File: config.mk
export PLATFORM = sky130hd
export DESIGN_NAME = down_timer_flat
export DESIGN_NICKNAME = d
export VERILOG_FILES = /design/src/rtl/down_timer_if.sv /design/src/rtl/down_timer.sv /design/src/flat_wrapper.sv
export SDC_FILE = /design/constraint.sdc
export NUM_CORES = 1
export LEC_CHECK = 0
export BUFFER_PORTS_ARGS = -buffer_cell sky130_fd_sc_hd__buf_2
export CAP_MARGIN = 20
export CORE_MARGIN = 8
export CORE_UTILIZATION = 45
export DETAILED_ROUTE_END_ITERATION = 7
export GPL_TIMING_DRIVEN = 1
export PLACE_DENSITY_LB_ADDON = 0.08
export SYNTH_ARGS = -nofsm -noshare
export SYNTH_HDL_FRONTEND = slang
export SYNTH_SLANG_ARGS = --single-unit
File: constraint.sdc
create_clock -name clk -period 2.7 [get_ports clk]
set_input_delay 0.135 -clock clk [delete_from_list [all_inputs] [get_ports clk]]
set_output_delay 0.135 -clock clk [all_outputs]
set_load 0.02 [all_outputs]
File: src/rtl/down_timer_if.sv
// Control/status bundle for the loadable down-counter timer.
// The sequencer side owns the controls; the timer side owns count and flags.
interface down_timer_if #(
  parameter int width = 4
);
  logic             load;
  logic [width-1:0] load_val;
  logic             start;
  logic             pause;
  logic             auto_reload;
  logic [width-1:0] count;
  logic             busy;
  logic             done;
  logic             tc;

  modport master (
    output load, load_val, start, pause, auto_reload,
    input  count, busy, done, tc
  );

  modport slave (
    input  load, load_val, start, pause, auto_reload,
    output count, busy, done, tc
  );
endinterface

File: src/rtl/down_timer.sv
// Loadable down-counter timer with a one-cycle terminal-count pulse,
// pause/hold, and optional auto-reload for periodic ticks.
//
//   state | meaning
//   ------+-------------------------------------------------------------
//   IDLE  | loaded or reset, waiting for start (count holds loaded value)
//   RUN   | decrementing one per edge; tc at the terminal edge
//   HOLD  | frozen by pause; the resume edge does not decrement
//   DONE  | period expired with auto_reload=0; count is 0
module down_timer #(
  parameter int width = 4
) (
  input  logic         clk,
  input  logic         rstn,
  down_timer_if.slave  tif
);

  typedef enum logic [1:0] {
    IDLE = 2'd0,
    RUN  = 2'd1,
    HOLD = 2'd2,
    DONE = 2'd3
  } state_t;

  localparam logic [width-1:0] zero_val = '0;
  localparam logic [width-1:0] one_val  = {{(width-1){1'b0}}, 1'b1};

  state_t           state;
  logic [width-1:0] count_q;
  logic [width-1:0] reload_q;
  logic             busy_q;
  logic             done_q;
  logic             tc_q;

  // rstn is active-high here: asserting it clears everything without a clock.
  always_ff @(posedge clk or posedge rstn) begin
    if (rstn) begin
      state    <= IDLE;
      count_q  <= '0;
      reload_q <= '0;
      busy_q   <= 1'b0;
      done_q   <= 1'b0;
      tc_q     <= 1'b0;
    end else begin
      tc_q <= 1'b0;
      if (tif.load) begin
        count_q  <= tif.load_val;
        reload_q <= tif.load_val;
        state    <= IDLE;
        busy_q   <= 1'b0;
        done_q   <= 1'b0;
      end else begin
        case (state)
          IDLE: begin
            if (tif.start && (count_q != zero_val)) begin
              state  <= RUN;
              busy_q <= 1'b1;
              done_q <= 1'b0;
            end
          end

          RUN: begin
            if (tif.pause) begin
              state <= HOLD;
            end else if (count_q > one_val) begin
              count_q <= count_q - one_val;
            end else if ((count_q == one_val) && tif.auto_reload) begin
              tc_q    <= 1'b1;
              count_q <= reload_q;
            end else begin
              // Terminal without reload; a zero count in RUN lands here too.
              tc_q    <= 1'b1;
              count_q <= '0;
              state   <= DONE;
              busy_q  <= 1'b0;
              done_q  <= 1'b1;
            end
          end

          HOLD: begin
            if (!tif.pause) begin
              state <= RUN;
            end
          end

          DONE: begin
            if (tif.start && (reload_q != zero_val)) begin
              count_q <= reload_q;
              state   <= RUN;
              busy_q  <= 1'b1;
              done_q  <= 1'b0;
            end
          end

          default: begin
            state  <= IDLE;
            busy_q <= 1'b0;
            done_q <= 1'b0;
          end
        endcase
      end
    end
  end

  assign tif.count = count_q;
  assign tif.busy  = busy_q;
  assign tif.done  = done_q;
  assign tif.tc    = tc_q;

endmodule
File: src/flat_wrapper.sv
// flat-port wrapper written by rule: the top's interface ports become plain ports
module down_timer_flat 
#(
  parameter int width = 4
)
  (clk, rstn, tif_load, tif_load_val, tif_start, tif_pause, tif_auto_reload, tif_count, tif_busy, tif_done, tif_tc);
  down_timer_if #(.width(width)) tif_i ();
  input  logic clk;
  input  logic rstn;
  input wire logic [$bits(tif_i.load)-1:0] tif_load;
  input wire logic [$bits(tif_i.load_val)-1:0] tif_load_val;
  input wire logic [$bits(tif_i.start)-1:0] tif_start;
  input wire logic [$bits(tif_i.pause)-1:0] tif_pause;
  input wire logic [$bits(tif_i.auto_reload)-1:0] tif_auto_reload;
  output wire logic [$bits(tif_i.count)-1:0] tif_count;
  output wire logic [$bits(tif_i.busy)-1:0] tif_busy;
  output wire logic [$bits(tif_i.done)-1:0] tif_done;
  output wire logic [$bits(tif_i.tc)-1:0] tif_tc;
  assign tif_i.load = tif_load;
  assign tif_i.load_val = tif_load_val;
  assign tif_i.start = tif_start;
  assign tif_i.pause = tif_pause;
  assign tif_i.auto_reload = tif_auto_reload;
  assign tif_count = tif_i.count;
  assign tif_busy = tif_i.busy;
  assign tif_done = tif_i.done;
  assign tif_tc = tif_i.tc;
  down_timer #(.width(width)) u_core (.clk(clk), .rstn(rstn), .tif(tif_i));
endmodule
==> impl_metrics.json, run 1 <==
{
  "outcome": "finished, final reports clean",
  "crit_type": "reg2reg",
  "ys_warn_count": 0,
  "drive_gt1_share_pct": 24.5,
  "ctsHtreeMaxLevel": 1,
  "cp-start-kind": "flop",
  "dp_hpwl_um": 1250,
  "die_h_um": 57.3,
  "synth_edf_count": 0,
  "placed_area_sq_um": 857,
  "layout_min_cycle_time_ns": 1.77,
  "path_common_cell": "o21ai_0",
  "endpoint_kind": "flop",
  "fin_cells": 119,
  "place_congestion": 0.814,
  "tns_ns": 0,
  "layout_setup_ws_ns": 0.931,
  "drv_cap": 0,
  "synth_top_family_by_area": "compound AO/OA/AOI/OAI gates",
  "cts-resized-gates": 0,
  "synth_compound_area_share_pct": 31.0,
  "clk_pin_slew_ns": 0.07,
  "setup_viol": 0,
  "syn_inst": 84,
  "synth_xor_area_share_pct": 0,
  "syn_avg_cell_area_sq_um": 9.13,
  "grt.overflow.total": 0,
  "worstPathArrival_ns": 1.93,
  "synthFlopType": "dfrtp_1",
  "async_reset_ff_share_pct": 100,
  "multiInputGateArea_sq_um": 404,
  "die_w_um": 57.3,
  "regArea_sq_um": 325,
  "clk_latency_ns": 0.27,
  "rsz0062_at_grt": "false",
  "synth_area_sq_um": 767,
  "via_count": 655,
  "required_ns": 2.86,
  "antenna_found_initial": 0,
  "period_share_pct": 65.5,
  "final_core_util_pct": 53.5,
  "vias_per_cell": 5.50,
  "synth_adder_area_share_pct": 4.89,
  "synthMuxAreaShare_pct": 1.31,
  "fp.coreArea_sq_um": 1670,
  "cts_tree": "built",
  "root_buffer": "clkbuf_4",
  "fmax_mhz": 565,
  "worst_pin_slew_ns": 0.599,
  "cpPeakStageDelay_ns": 0.42,
  "finalHoldViolCount": 0,
  "dieArea_sq_um": 3280,
  "areaGrowthSynthToFinish_pct": 16.5,
  "worstPathMaxFanout": 5,
  "fin_nets": 116,
  "ys_types": 31,
  "yosys.area_share.simple_pct": 15.5,
  "syn_nets": 97,
  "slew_headroom_pct": 59.1,
  "dp_cells": 114,
  "num_antenna_cells": 0,
  "pre_cts_slack_ns": 0.959,
  "port_buffers": 16,
  "grt_usage_pct": 10.7,
  "wirelength_um": 1640,
  "dr.pass1.iters": 4,
  "design_area_sq_um": 893,
  "slew_violations": 0,
  "antenna_left": 0,
  "hold_path_class": "in2reg",
  "wl_per_cell_um": 13.8,
  "p_leak_nw": 0.429,
  "grt_pass1_wl_um": 2840,
  "drc_errors": 0,
  "slowest_stage": "dfrtp_1",
  "grt_max_degree": 17,
  "path_cells": "inv_1 -> ha_1 -> nor2_1 -> o21ai_0 -> o21ai_0 -> a22o_2",
  "clock_skew_ns": 0.00896,
  "fill_cells": 150,
  "numCtsBuffers": 3,
  "power.density_nw_per_um2": 656,
  "peakVddDrop_mv": 0.344,
  "rows": 15,
  "first_iter_violations": 20,
  "ys_ff_latch": 13,
  "clk_path_buf_depth": 2,
  "ios": 17,
  "grt_pass1_vias": 647,
  "initial_utilization_pct": 45.9,
  "ys_seq_area_share_pct": 42.4,
  "cts.sinks": 13
}
[per-stage QoR]
| stage | hold slack (ns) | total power, W |
|---|---|---|
| after global routing | 0.102 | 0.000631 |
| after CTS | 0.0785 | 0.000593 |
| after floorplan | 0.0120 | 0.000410 |
| after detailed placement | 0.183 | 0.000470 |
| after global placement | 0.193 | 0.000472 |
| final | 0.0888 | 0.000586 |
[per-layer routing]
metal	GRT usage [%]	share of wire [%]	vias to the layer above
met5	0	0	-
met3	2.69	5.1	2
met2	14.5	41	18
li1	-	-	343
met1	15.3	53	292
met4	5.00	0.67	0
[synth_stat cells (2+ instances only)]
cell type	n	area, sq um
dfrtp_1	13	325
o21ai_0	13	65.1
inv_1	7	26.3
nand2_1	7	26.3
a21oi_1	4	20.0
nand2b_1	4	25.0
nor2_1	4	15.0
clkbuf_1	3	11.3
ha_1	3	37.5
o21a_1	3	22.5
a22o_2	2	20.0
o22a_2	2	20.0
[path summary, 6_finish.rpt]
check,startpoint,endpoint,slack [ns],cells after the start
max in group asynchronous,rstn,u_core.tif.count[1],1.96,3
min in group asynchronous,rstn,u_core.reload_q[2],0.41,3
worst max-delay path,u_core.tif.count[1],u_core.tif.count[3],0.93,6
worst max register to register,u_core.tif.count[1],u_core.tif.count[3],0.93,6
worst min-delay path,tif_load_val[0],u_core.reload_q[0],0.09,3
worst min register to register,u_core.reload_q[0],u_core.reload_q[0],0.51,2
[where the power goes]
part | switching [W] | internal [W] | total, W
clock network | 0.0000619 | 0.0000571 | 0.000119
logic | 0.000116 | 0.0000884 | 0.000205
registers | 0.0000386 | 0.000224 | 0.000263
total | 0.000217 | 0.000370 | 0.000586
[worst max-delay path: cells and delay by family (launching register included)]
kind | cells | cell delay (ns)
flops | 1 | 0.42
simple gates | 1 | 0.07
fa+ha+maj | 1 | 0.23
compound gates | 3 | 0.84
buf+inv | 1 | 0.11
[sequential cells by signal, indices dropped and copies added (netlist names)]
name              count
u_core.state          2
u_core.tif.busy       1
u_core.tif.count      4
u_core.reload_q       4
u_core.tif.done       1
u_core.tif.tc         1
[layout make-up]
| class | count | share of cell area, % |
|---|---|---|
| Multi-Input combinational cell | 61 | 45.2 |
| Sequential cell | 13 | 36.4 |
| Timing Repair Buffer | 17 | 10.1 |
| Clock buffer | 4 | 2.94 |
| Inverter | 7 | 2.94 |
| Tap cell | 17 | 2.38 |
[repair_timing]
action	in CTS	in global routing
hold endpoints to repair	13	0
hold buffers	1	0
buffers inserted	0	0
[cell families after synthesis]
kind of cell,count (synthesis)
compound gates,34
fa+ha+maj,3
buf+inv,10
flops,13
simple gates,23
mux,1
[cell usage in the layout (no fill, tap or decap)]
cell           netlist  final
buf_2                0     16
o31a_1               1      1
a2111oi_0            1      1
mux2i_1              1      1
a311o_2              1      1
nor3_1               1      1
dlygate4sd3_1        0      1
nor2_1               4      4
a31oi_1              1      1
nand2b_1             4      4
clkbuf_4             0      3
a21oi_1              4      4
ha_1                 3      3
o22a_2               2      2
or2b_1               1      1
nor4_1               1      1
a22o_2               2      2
or2_2                1      1
o21a_1               3      3
inv_1                7      7
o21ai_0             13     13
dfrtp_1             13     13
o41a_1               1      1
o311ai_0             1      1
nand3_1              1      1
nor3b_1              1      1
a32oi_1              1      1
a21o_1               1      1
nand2_1              7      7
clkbuf_1             3      1
o221ai_1             1      1
o311a_1              1      1
nor2b_1              1      1
nand4b_1             1      1
No activity file was read; power rests on OpenSTA's default activity.
==> run 2: changes to the inputs <==
==> constraint.sdc (replaced) <==
create_clock -name clk -period 1.62 [get_ports clk]
set_input_delay 0.081 -clock clk [delete_from_list [all_inputs] [get_ports clk]]
set_output_delay 0.081 -clock clk [all_outputs]
set_load 0.02 [all_outputs]
==> run 2 against run 1 <==
Effect of this change: count of clock-buffer cells in the layout did not move; combinational power rose to 2.6 times the previous value; global-route usage up 2.1 points; critical endpoint unchanged; critical path depth is 3 lower; total power increased by 96%; wire length up 19%; clock skew fell by 0.0027 ns; die area unchanged.
==> impl_metrics.json, run 2 (synthesis gave the netlist of run 1 again) <==
{
  "dieArea_sq_um": 3280,
  "reg2reg_from": "u_core.reload_q[1]",
  "rsz0062_at_grt": "true",
  "mostFrequentLayoutCells": "buf_2 (16), dfrtp_1 (13), buf_4 (11)",
  "critPathTopFamily": "compound AO/OA/AOI/OAI gates",
  "period_share_pct": 96.2,
  "clk_latency_ns": 0.27,
  "hold_start": "tif_load_val[0]",
  "crit_type": "reg2reg",
  "clk_path_buf_depth": 2,
  "clock_skew_ns": 0.00623,
  "required_ns": 1.78,
  "finalHoldViolCount": 0,
  "areaGrowthSynthToFinish_pct": 33.0,
  "pre_cts_slack_ns": -0.0112,
  "p_leak_nw": 0.488,
  "via_count": 757,
  "worst-path-buf-inv": 0,
  "place_congestion": 0.788,
  "hold_path_class": "in2reg",
  "reg2regPathDepth": 3,
  "cts.sinks": 13,
  "dr.pass1.iters": 4,
  "endpoint_kind": "flop",
  "peakVddDrop_mv": 0.637,
  "antenna_left": 0,
  "slowest_stage": "o41a_1",
  "outcome": "finished, final reports clean",
  "fmax_mhz": 641,
  "wirelength_um": 1950,
  "dp_hpwl_um": 1410,
  "cpPeakStageDelay_ns": 0.44,
  "min_delay_path_depth": 3,
  "ctsHtreeMaxLevel": 1,
  "antenna_found_initial": 0,
  "drc_errors": 0,
  "vias_per_cell": 5.82,
  "grt_usage_pct": 12.8,
  "clk_pin_slew_ns": 0.08,
  "die_h_um": 57.3,
  "grt_pass1_wl_um": 3390,
  "layout_commonest_cell": "buf_2",
  "grt_pass1_vias": 791,
  "fp.coreArea_sq_um": 1670,
  "drive_gt1_share_pct": 36.3,
  "layout_min_cycle_time_ns": 1.56,
  "worstPathArrival_ns": 1.72,
  "worstPathMaxFanout": 8,
  "fin_nets": 127,
  "die_w_um": 57.3,
  "ff2ff_setup_slack_ns": 0.06,
  "setup_viol": 0,
  "rows": 15,
  "power.density_nw_per_um2": 1130,
  "path_cells": "o41a_1 -> a311o_2 -> a22o_2",
  "slew_violations": 0,
  "wl_per_cell_um": 15.0,
  "numCtsBuffers": 3,
  "grt.overflow.total": 0,
  "first_iter_violations": 20,
  "tns_ns": 0,
  "slew_headroom_pct": 65.9,
  "grt_max_degree": 17,
  "num_antenna_cells": 0,
  "port_buffers": 16,
  "initial_utilization_pct": 45.9,
  "cts_tree": "built",
  "ios": 17,
  "cp-start-kind": "flop",
  "worstHoldEndpoint": "u_core.reload_q[0]",
  "worst_pin_slew_ns": 0.511,
  "layout_setup_ws_ns": 0.0610,
  "final_core_util_pct": 61.0,
  "drv_cap": 0,
  "root_buffer": "clkbuf_4",
  "r2r-end": "u_core.tif.count[3]"
}
[run 2: stage by stage]
| stage | power [W] | instances | hold slack (ns) | area (sq um) |
|---|---|---|---|---|
| floorplan | 0.000685 | 84 | -0.0420 | 767 |
| global placement | 0.000864 | 124 | 0.127 | 932 |
| detailed placement | 0.000867 | 124 | 0.134 | 932 |
| CTS | 0.00108 | 129 | 0.0230 | 972 |
| global route | 0.00123 | 130 | 0.0283 | 1020 |
| finish | 0.00115 | 130 | 0.0190 | 1020 |
[run 2: cell type report]
type / instances / area, sq um
Sequential cell: 13 / 325
Tap cell: 17 / 21.3
Fill cell: 160 / 651
Inverter: 7 / 26.3
Multi-Input combinational cell: 61 / 448
Clock buffer: 4 / 26.3
Timing Repair Buffer: 28 / 173
[run 2: what timing repair did]
| action | 4_1_cts | 5_1_grt |
|---|---|---|
| hold buffers | 1 | 0 |
| resized for setup | 2 | 10 |
| endpoints found under the hold margin | 13 | 0 |
| setup endpoints to repair | 5 | 5 |
| pin swaps | 1 | 0 |
| setup buffers | 0 | 1 |
[run 2: worst max path at each step]
stage / depth (start not counted) / end / slack, ns / startpoint
finish: 3 / u_core.tif.count[3] / 0.06 / u_core.reload_q[1]
detailed placement: 7 / u_core.tif.busy / -0.01 / u_core.tif.count[1]
global route: 7 / u_core.tif.done / -0.03 / u_core.tif.count[0]
global placement: 3 / u_core.tif.count[2] / 0.03 / u_core.reload_q[1]
CTS: 7 / u_core.tif.busy / 0.03 / u_core.tif.count[1]
floorplan: 5 / u_core.tif.busy / 0.02 / u_core.tif.count[1]
[run 2: worst register-to-register path, stage by stage (launching register included)]
cell     delay (ns)
dfrtp_1        0.38
o41a_1         0.44
a311o_2        0.39
a22o_2         0.24
[run 2: layer usage]
| layer | global-route usage [%] | wire length (um) |
|---|---|---|
| met1 | 16.7 | 949 |
| met5 | 0 | 0 |
| met2 | 19.6 | 881 |
| met4 | 6.43 | 13 |
| met3 | 2.47 | 101 |
[run 2: where the power goes]
group          switching, W  internal, W
combinational      0.000286     0.000247
sequential        0.0000409     0.000374
clock              0.000108    0.0000953
